## src/rtl/pipe_hazard_unit_pkg.sv

```systemverilog
// Shared types for the pipeline hazard/forwarding controller: forward-select
// encodings, controller FSM states and the scoreboard slot record.
package pipe_hazard_unit_pkg;

  // Scoreboard slots store addresses at this fixed width; REG_AW must not exceed it.
  localparam int unsigned MAX_REG_AW = 8;

  localparam logic [1:0] FWD_RF  = 2'd0;
  localparam logic [1:0] FWD_EX  = 2'd1;
  localparam logic [1:0] FWD_MEM = 2'd2;
  localparam logic [1:0] FWD_WB  = 2'd3;

  typedef enum logic {
    RUN,
    MEM_WAIT
  } hazState_t;

  typedef struct packed {
    logic                  valid;
    logic                  isLoad;
    logic [MAX_REG_AW-1:0] addr;
  } sbEntry_t;

  // Youngest producer wins: EX over MEM over WB.
  function automatic logic [1:0] fwdEncode(input logic exHit, input logic memHit,
                                           input logic wbHit);
    if (exHit)       return FWD_EX;
    else if (memHit) return FWD_MEM;
    else if (wbHit)  return FWD_WB;
    else             return FWD_RF;
  endfunction

endpackage

```

## src/rtl/pipe_hazard_unit_scoreboard.sv

```systemverilog
// Three-slot (EX/MEM/WB) destination scoreboard with source matching and
// forward-select generation for the ID-stage operands.
module hazard_scoreboard
  import pipe_hazard_unit_pkg::*;
#(
  parameter int unsigned REG_AW = 5
) (
  input  logic              clk,
  input  logic              rst_n,
  input  logic              advance,
  input  logic              bubble,
  input  logic              idWrEn,
  input  logic [REG_AW-1:0] idWrAddr,
  input  logic              idIsLoad,
  input  logic [REG_AW-1:0] idRs,
  input  logic [REG_AW-1:0] idRt,
  input  logic              idUsesRs,
  input  logic              idUsesRt,
  output logic [1:0]        fwdRsSel,
  output logic [1:0]        fwdRtSel,
  output logic              exHitRs,
  output logic              exHitRt,
  output logic              exIsLoad
);

  sbEntry_t exSlot, memSlot, wbSlot, idEntry;
  logic     memHitRs, memHitRt, wbHitRs, wbHitRt;

  function automatic logic slotHit(input sbEntry_t s, input logic [REG_AW-1:0] src,
                                   input logic uses);
    return s.valid && uses && (src != '0) && (s.addr == MAX_REG_AW'(src));
  endfunction

  always_comb begin
    idEntry        = '0;
    idEntry.valid  = idWrEn && (idWrAddr != '0) && !bubble;
    idEntry.isLoad = idIsLoad;
    idEntry.addr   = MAX_REG_AW'(idWrAddr);
  end

  always_comb begin
    exHitRs  = slotHit(exSlot,  idRs, idUsesRs);
    exHitRt  = slotHit(exSlot,  idRt, idUsesRt);
    memHitRs = slotHit(memSlot, idRs, idUsesRs);
    memHitRt = slotHit(memSlot, idRt, idUsesRt);
    wbHitRs  = slotHit(wbSlot,  idRs, idUsesRs);
    wbHitRt  = slotHit(wbSlot,  idRt, idUsesRt);
    fwdRsSel = fwdEncode(exHitRs, memHitRs, wbHitRs);
    fwdRtSel = fwdEncode(exHitRt, memHitRt, wbHitRt);
    exIsLoad = exSlot.valid && exSlot.isLoad;
  end

  always_ff @(posedge clk or negedge rst_n) begin
    if (!rst_n) begin
      exSlot  <= '0;
      memSlot <= '0;
      wbSlot  <= '0;
    end else if (advance) begin
      wbSlot  <= memSlot;
      memSlot <= exSlot;
      exSlot  <= idEntry;
    end
  end

endmodule

```

## src/rtl/pipe_hazard_unit.sv

```systemverilog
// Hazard/forwarding controller: stall/flush/freeze priority, memory-wait FSM
// with sticky timeout, and saturating stall-cycle counter.
module pipe_hazard_unit
  import pipe_hazard_unit_pkg::*;
#(
  parameter int unsigned REG_AW       = 5,
  parameter int unsigned WAIT_TIMEOUT = 255,
  parameter int unsigned CNT_W        = 16
) (
  input  logic              clk,
  input  logic              rst_n,
  input  logic [REG_AW-1:0] id_rs,
  input  logic [REG_AW-1:0] id_rt,
  input  logic              id_uses_rs,
  input  logic              id_uses_rt,
  input  logic              id_is_branch,
  input  logic              id_branch_taken,
  input  logic              id_wr_en,
  input  logic [REG_AW-1:0] id_wr_addr,
  input  logic              id_is_load,
  input  logic              mem_req,
  input  logic              mem_ready,
  output logic              pc_en,
  output logic              ifid_en,
  output logic              idex_en,
  output logic              exmem_en,
  output logic              memwb_en,
  output logic              ifid_flush,
  output logic              idex_flush,
  output logic [1:0]        fwd_rs_sel,
  output logic [1:0]        fwd_rt_sel,
  output logic              mem_timeout,
  output logic [CNT_W-1:0]  stall_cycles
);

  localparam int unsigned WAIT_W = $clog2(WAIT_TIMEOUT + 1);

  logic              freeze, loadUse, brStall, hazStall;
  logic              exHitRs, exHitRt, exIsLoad;
  hazState_t         state;
  logic [WAIT_W-1:0] waitCnt, waitNxt;

  hazard_scoreboard #(.REG_AW(REG_AW)) uScoreboard (
    .clk      (clk),
    .rst_n    (rst_n),
    .advance  (!freeze),
    .bubble   (idex_flush),
    .idWrEn   (id_wr_en),
    .idWrAddr (id_wr_addr),
    .idIsLoad (id_is_load),
    .idRs     (id_rs),
    .idRt     (id_rt),
    .idUsesRs (id_uses_rs),
    .idUsesRt (id_uses_rt),
    .fwdRsSel (fwd_rs_sel),
    .fwdRtSel (fwd_rt_sel),
    .exHitRs  (exHitRs),
    .exHitRt  (exHitRt),
    .exIsLoad (exIsLoad)
  );

  always_comb begin
    freeze   = mem_req && !mem_ready;
    loadUse  = (exHitRs || exHitRt) && exIsLoad;
    brStall  = id_is_branch && (exHitRs || exHitRt);
    hazStall = loadUse || brStall;
  end

  always_comb begin
    pc_en      = 1'b1;
    ifid_en    = 1'b1;
    idex_en    = 1'b1;
    exmem_en   = 1'b1;
    memwb_en   = 1'b1;
    ifid_flush = 1'b0;
    idex_flush = 1'b0;
    if (freeze) begin
      pc_en    = 1'b0;
      ifid_en  = 1'b0;
      idex_en  = 1'b0;
      exmem_en = 1'b0;
      memwb_en = 1'b0;
    end else if (hazStall) begin
      pc_en      = 1'b0;
      ifid_en    = 1'b0;
      idex_flush = 1'b1;
    end else begin
      ifid_flush = id_branch_taken;
    end
  end

  // Counter starts at 1 on the entering cycle so it equals the number of wait cycles seen.
  always_comb begin
    waitNxt = waitCnt;
    if (state == RUN) begin
      waitNxt = freeze ? WAIT_W'(1) : '0;
    end else if (mem_ready) begin
      waitNxt = '0;
    end else if (waitCnt != WAIT_W'(WAIT_TIMEOUT)) begin
      waitNxt = waitCnt + WAIT_W'(1);
    end
  end

  always_ff @(posedge clk or negedge rst_n) begin
    if (!rst_n) begin
      state       <= RUN;
      waitCnt     <= '0;
      mem_timeout <= 1'b0;
    end else begin
      waitCnt <= waitNxt;
      if (waitNxt == WAIT_W'(WAIT_TIMEOUT)) mem_timeout <= 1'b1;
      case (state)
        RUN:      if (freeze)    state <= MEM_WAIT;
        MEM_WAIT: if (mem_ready) state <= RUN;
        default:                 state <= RUN;
      endcase
    end
  end

  always_ff @(posedge clk or negedge rst_n) begin
    if (!rst_n) begin
      stall_cycles <= '0;
    end else if ((freeze || hazStall) && (stall_cycles != '1)) begin
      stall_cycles <= stall_cycles + CNT_W'(1);
    end
  end

endmodule

```

## config.mk

```make
export PLATFORM = sky130hd
export DESIGN_NAME = pipe_hazard_unit
export DESIGN_NICKNAME = d
export VERILOG_FILES = /design/src/rtl/pipe_hazard_unit_pkg.sv /design/src/rtl/pipe_hazard_unit_scoreboard.sv /design/src/rtl/pipe_hazard_unit.sv
export SDC_FILE = /design/constraint.sdc
export NUM_CORES = 1
export LEC_CHECK = 0
export BUFFER_PORTS_ARGS = -buffer_cell sky130_fd_sc_hd__buf_4
export CORE_ASPECT_RATIO = 1.2
export CORE_MARGIN = 2
export CORE_UTILIZATION = 40
export DETAILED_ROUTE_END_ITERATION = 16
export GPL_ROUTABILITY_DRIVEN = 0
export MAX_ROUTING_LAYER = met4
export PLACE_DENSITY = 0.59
export SLEW_MARGIN = 40
export SYNTH_ARGS = -nofsm -noshare
export SYNTH_HDL_FRONTEND = slang
export SYNTH_SLANG_ARGS = --single-unit
```

## constraint.sdc

```tcl
create_clock -name clk -period 5.7 [get_ports clk]
set_clock_uncertainty 0.05 [all_clocks]
set_input_delay 1.14 -clock clk [delete_from_list [all_inputs] [get_ports clk]]
set_output_delay 1.14 -clock clk [all_outputs]
set_load 0.01 [all_outputs]
```

==> Word level (Yosys, flattened, before mapping) <==
Index checks and enable logic that the tools add are counted.
{ "op_classes": {"addsub": 2, "eq_ne": 9, "muxes": 20, "n_bitwise": 1, "reduce_logical": 33} }
{ "ops": {"columns": ["cell", "count"], "rows": [
  ["5-bit == test", 6],
  ["1-bit logical AND", 25],
  ["8-bit 2-to-1 mux", 3],
  ["16-bit by 1-bit adder with 16-bit output, second input constant", 1],
  ["16-bit != test, second input constant", 1],
  ["5-bit nonzero test", 3],
  ["2-bit 2-to-1 mux", 6],
  ["1-bit 2-to-1 mux", 10],
  ["8-bit by 1-bit adder with 8-bit output, second input constant", 1],
  ["8-bit == test, second input constant", 1],
  ["8-bit != test, second input constant", 1],
  ["1-bit logical OR", 3],
  ["1-bit zero test", 2],
  ["1-bit case mux with 2 select lines", 1],
  ["1-bit inverter", 1]
]} }
{ "totals": {"reg_bits": 45, "out_inout_bits": 28} }

==> Depth between registers and ports, before layout <==
{ "depth": {"ltp_word": 10, "mapped_depth": 8} }

==> Modules after synthesis <==
A second synthesis with hierarchy kept.
{ "unflattened": {"hier_cells": 243, "hier_area_um2": 2628.8} }
{ "modules_own_cells": {"columns": ["module", "n_inst", "cells_per_inst", "area_each_um2", "seq_area_each_um2"], "rows": [
  ["pipe_hazard_unit", 1, 144, 1482.7, 650.6],
  ["hazard_scoreboard", 1, 99, 1146.1, 475.5]
]} }

==> Least setup slack after synthesis <==
OpenSTA, ideal clock, no wires.
{ "synth_timing": {"kind": "input to output", "start": "input id_rt[0]", "end": "output ifid_flush", "t_arrival_ps": 2590, "required_ps": 4510, "setup_slack_ps": 1920, "path_stages": 6, "n_path_buf": 0, "path_cell_list": "or4_1 > o21ai_2 > nand4b_1 > a21oi_2 > nor2_1 > and2_1"} }
{ "synth_via": {"elab_chain_len": 8, "word_cells_on_any_way": 10, "classes_between": "eq/ne: 1; mux: 2; reduce/logical: 7"} }
{ "synth_lines": {"columns": ["element", "line_no", "text"], "rows": [
  ["start: declaration", "pipe_hazard_unit.sv:13", "input logic [REG_AW-1:0] id_rt,"],
  ["5-bit nonzero test", "pipe_hazard_unit_scoreboard.sv:31", "return s.valid && uses && (src != '0) && (s.addr == MAX_REG_AW'(src));"],
  ["1-bit logical AND", "pipe_hazard_unit_scoreboard.sv:31", null],
  ["1-bit logical AND (*)", "pipe_hazard_unit_scoreboard.sv:31", null],
  ["1-bit logical OR (*)", "pipe_hazard_unit.sv:64, pipe_hazard_unit.sv:65", null],
  ["1-bit logical AND (on tied branches)", "pipe_hazard_unit.sv:64, pipe_hazard_unit.sv:65", null],
  ["1-bit logical OR (*)", "pipe_hazard_unit.sv:66", "hazStall = loadUse || brStall;"],
  ["1-bit 2-to-1 mux (*)", "pipe_hazard_unit.sv:83", "end else if (hazStall) begin"],
  ["1-bit 2-to-1 mux (*)", "pipe_hazard_unit.sv:77", "if (freeze) begin"],
  ["end: declaration", "pipe_hazard_unit.sv:28", "output logic ifid_flush,"]
]} }
Mark *: on every way between the ends. The rest lies on a longest branch, timed or not.

==> Worst setup path in the final report <==
{ "layout_timing": {"start": "input id_rt[3]", "end": "output ifid_flush"} }
The elaborated chain is that of the path after synthesis.

==> results.py <==
metrics = {
    "routing": {
        "dr.first_iter.drc_count": 71,
        "dr.pass1.iters": 4,
        "wire_per_inst_um": 13.24,
        "drtAntennaViolNets": 0,
        "drt-total-wl_um": 5377,
        "viasPerCell": 5.015,
        "vias": 2036,
        "route.detailed.drc": 0,
    },
    "critical_path": {
        "crit_top_cell": "buf_4",
        "critPathKind": "in -> out",
        "timing.rr.end": "stall_cycles[13]",
        "end_kind": "output pin",
        "critPathRequiredTime_ns": 4.51,
        "start_kind": "input port",
        "cpMaxStageDelayCell": "nor4_1",
        "r2r_start": "uScoreboard.exSlot[3]",
        "crit_chain": "buf_4, xor2_1, nor4_1, nand4b_1, a21oi_2, nor2_1, and2_1, buf_4",
        "ff2ff_path_depth": 7,
        "crit_buf_inv": 2,
        "critPathArrivalTime_ns": 2.89,
        "worst-r2r-setup-slack_ns": 3.21,
        "critPathMaxStageDelay_ns": 0.44,
        "crit_family": "simple AND/OR/NAND/NOR gates",
        "critical_path_peak_fanout": 4,
    },
    "worst_hold_path": {
        "worstHoldStart": "mem_timeout",
        "hold_depth": 1,
        "hp-class": "reg -> reg",
        "worstHoldEndpoint": "mem_timeout",
    },
    "sta": {
        "period_minus_slack_ns": 4.075,
        "max_freq_ghz": 0.2454,
        "relSlewSlack": 0.5143,
        "min_period_over_period": 0.7149,
        "worst_pin_slew_ns": 0.7277,
        "rsz0062_at_grt": "no",
        "finalSetupViolations": 0,
        "finalSetupTns_ns": 0,
        "slew_viol_final": 0,
        "hold_viol_final": 0,
    },
    "logic_synthesis": {
        "syn_nets": 300,
        "avgSynthCellArea_um2": 9.079,
        "synth_seq_area_share": 0.4543,
        "yosys_warnings": 0,
        "ys_seq_elements": 45,
        "ys_async_sr_fraction": 1.000,
        "synth.distinct_cells": 40,
        "syn_inst": 273,
        "netlist_area_um2": 2479,
        "synth-edff-count": 0,
        "synthFlopType": "dfrtp_1",
    },
    "grt": {
        "grt-ovfl-total": 0,
        "grt_pass1_vias": 1922,
        "grt_max_degree": 46,
        "globalRouteTotalUtil": 0.1696,
        "antenna_found_initial": 0,
        "grt_pass1_wl_um": 8907,
    },
    "clocking": {
        "post_cts_buffers": 0,
        "clk_pin_slew_ns": 0.08,
        "ctsHoldBuffers": 0,
        "cts_tree": "built",
        "clock-sinks": 45,
        "clock_latency_ns": 0.30,
        "cts_root_buf": "clkbuf_8",
        "cts_max_path_buffers": 2,
        "htree_num_levels": 2,
        "cts_buffers": 5,
        "ctsResizeCount": 0,
    },
    "floorplanning": {
        "coreArea_um2": 6012,
        "std_cell_rows": 31,
        "die_area_um2": 6845,
        "io_pins": 53,
        "die_w_um": 75.86,
        "initial_core_util": 0.4123,
        "fp.dieH_um": 90.23,
    },
    "power": {
        "p_leak_nw": 1.435,
        "report.power.total_w": 0.0007788,
        "ir_drop_v": 0.0002200,
        "power.density_nw_per_um2": 258.5,
    },
    "place": {
        "place_area_um2": 2923,
        "portBuffers": 52,
        "place_inst": 398,
        "dp_hpwl_um": 3962,
    },
    "finish": {
        "fin_area_um2": 3013,
        "fin_cells": 406,
        "final_nets": 350,
        "fillers": 599,
        "areaGrowthSynthToFinish_pct": 21.55,
        "antenna_cells": 0,
        "drive_above_1_share": 0.2346,
    },
    "flow_run": {
        "cap_violations": 0,
    },
    "status": {
        "outcome": "completed",
    },
}
## cells in the final DEF, fill, tap and decap left out, types with 2 or more instances in the layout
master | Yosys | routed
nor4_1 | 6 | 6
and4_1 | 2 | 2
o21a_1 | 2 | 2
nand4_1 | 4 | 4
o21ai_0 | 6 | 6
o211ai_1 | 2 | 2
inv_1 | 3 | 3
buf_4 | 3 | 53
or2_2 | 2 | 2
nor3_1 | 7 | 7
o31ai_1 | 2 | 2
o21ai_2 | 2 | 2
xnor2_1 | 17 | 17
dfrtp_1 | 45 | 45
nor2_2 | 7 | 7
and3_1 | 3 | 3
nor2b_1 | 2 | 2
nor2_1 | 11 | 11
a21oi_1 | 7 | 7
xor2_1 | 28 | 28
nand3_1 | 12 | 12
or4_1 | 3 | 3
nand2_1 | 72 | 72
ha_1 | 2 | 2
and2_1 | 2 | 2
nand4b_1 | 2 | 2
clkbuf_8 | 0 | 5
## worst max-delay path by stage
| stage | end | cells past startpoint | start |
|---|---|---|---|
| after floorplan | ifid_flush | 6 | id_rt[0] |
| after global placement | ifid_flush | 8 | id_rt[0] |
| after detailed placement | ifid_flush | 8 | id_rt[0] |
| after CTS | ifid_flush | 8 | id_rt[0] |
| after global routing | ifid_flush | 8 | id_rt[0] |
| final | ifid_flush | 8 | id_rt[3] |
## layout make-up
| class | count | area (um^2) | area share |
|---|---|---|---|
| inverters | 3 | 11.26 | 0.003738 |
| repair buffers | 53 | 397.9 | 0.1321 |
| flip-flops and latches | 45 | 1126 | 0.3738 |
| multi-input cells | 215 | 1285 | 0.4265 |
| clock inverters | 3 | 21.27 | 0.007060 |
| well taps | 82 | 102.6 | 0.03405 |
| clock buffers | 5 | 68.82 | 0.02284 |
## kinds of logic (layout without fill, tap and decap cells)
logic type,Yosys count,after routing,synth area share
and+or+nand+nor,140,140,0.2691
buffers and inverters,13,64,0.02726
AOI/OAI and AO/OA,26,26,0.07168
DFF,45,45,0.4543
muxes,2,2,0.008581
xor gates and xnor gates,45,45,0.1590
adders and majority gates,2,2,0.01009
## flip-flops by register name, indices dropped and copies added, names as in the netlist
name,flops
uScoreboard.exSlot,7
state,1
mem_timeout,1
waitCnt,8
uScoreboard.memSlot,6
uScoreboard.wbSlot,6
stall_cycles,16
## where the power goes
group	total [W]	switching, W	internal [W]	leakage, nW
registers	0.000402	0.0000465	0.000356	0.575
logic	0.000173	0.0000830	0.0000896	0.816
clock network	0.000204	0.000117	0.0000872	0.0445
total	0.000779	0.000247	0.000532	1.44
## stage by stage
| step | util | worst slack, ns | hold WS [ns] |
|---|---|---|---|
| 3_5_place_dp | 0.4862 | 1.636 | 0.4133 |
| 3_3_place_gp | 0.4862 | 1.686 | 0.4057 |
| 6_report | 0.5011 | 1.625 | 0.4298 |
| 5_1_grt | 0.5011 | 1.516 | 0.4488 |
| 4_1_cts | 0.5011 | 1.622 | 0.4366 |
| 2_1_floorplan | - | 1.920 | 0.3890 |
## cell usage after synthesis (3+ instances only)
cell      instances  area (um^2)
o21ai_0           6        30.03
buf_4             3        22.52
xnor2_1          17        148.9
nand4_1           4        25.02
inv_1             3        11.26
nand3_1          12        60.06
a21oi_1           7        35.03
dfrtp_1          45         1126
nor4_1            6        37.54
nor2_1           11        41.29
nand2_1          72        270.3
clkbuf_1          6        22.52
and3_1            3        18.77
nor3_1            7        35.03
or4_1             3        22.52
xor2_1           28        245.2
nor2_2            7        43.79
## worst register-to-register path, cell delays in order, from the launching register on
cell and delay [ns]:
dfrtp_1 0.45, xor2_1 0.19, nor4_1 0.44, nand4b_1 0.26, a21oi_2 0.33, o21ai_4 0.21, nor4_1 0.33, xor2_1 0.16
## layer usage
metal | GRT usage | share of wire
met2 | 0.2565 | 0.47
met5 | - | 0
met4 | 0.05556 | 0.021
met1 | 0.2256 | 0.46
met3 | 0.03475 | 0.058
Power figures use the tool's default switching activity.
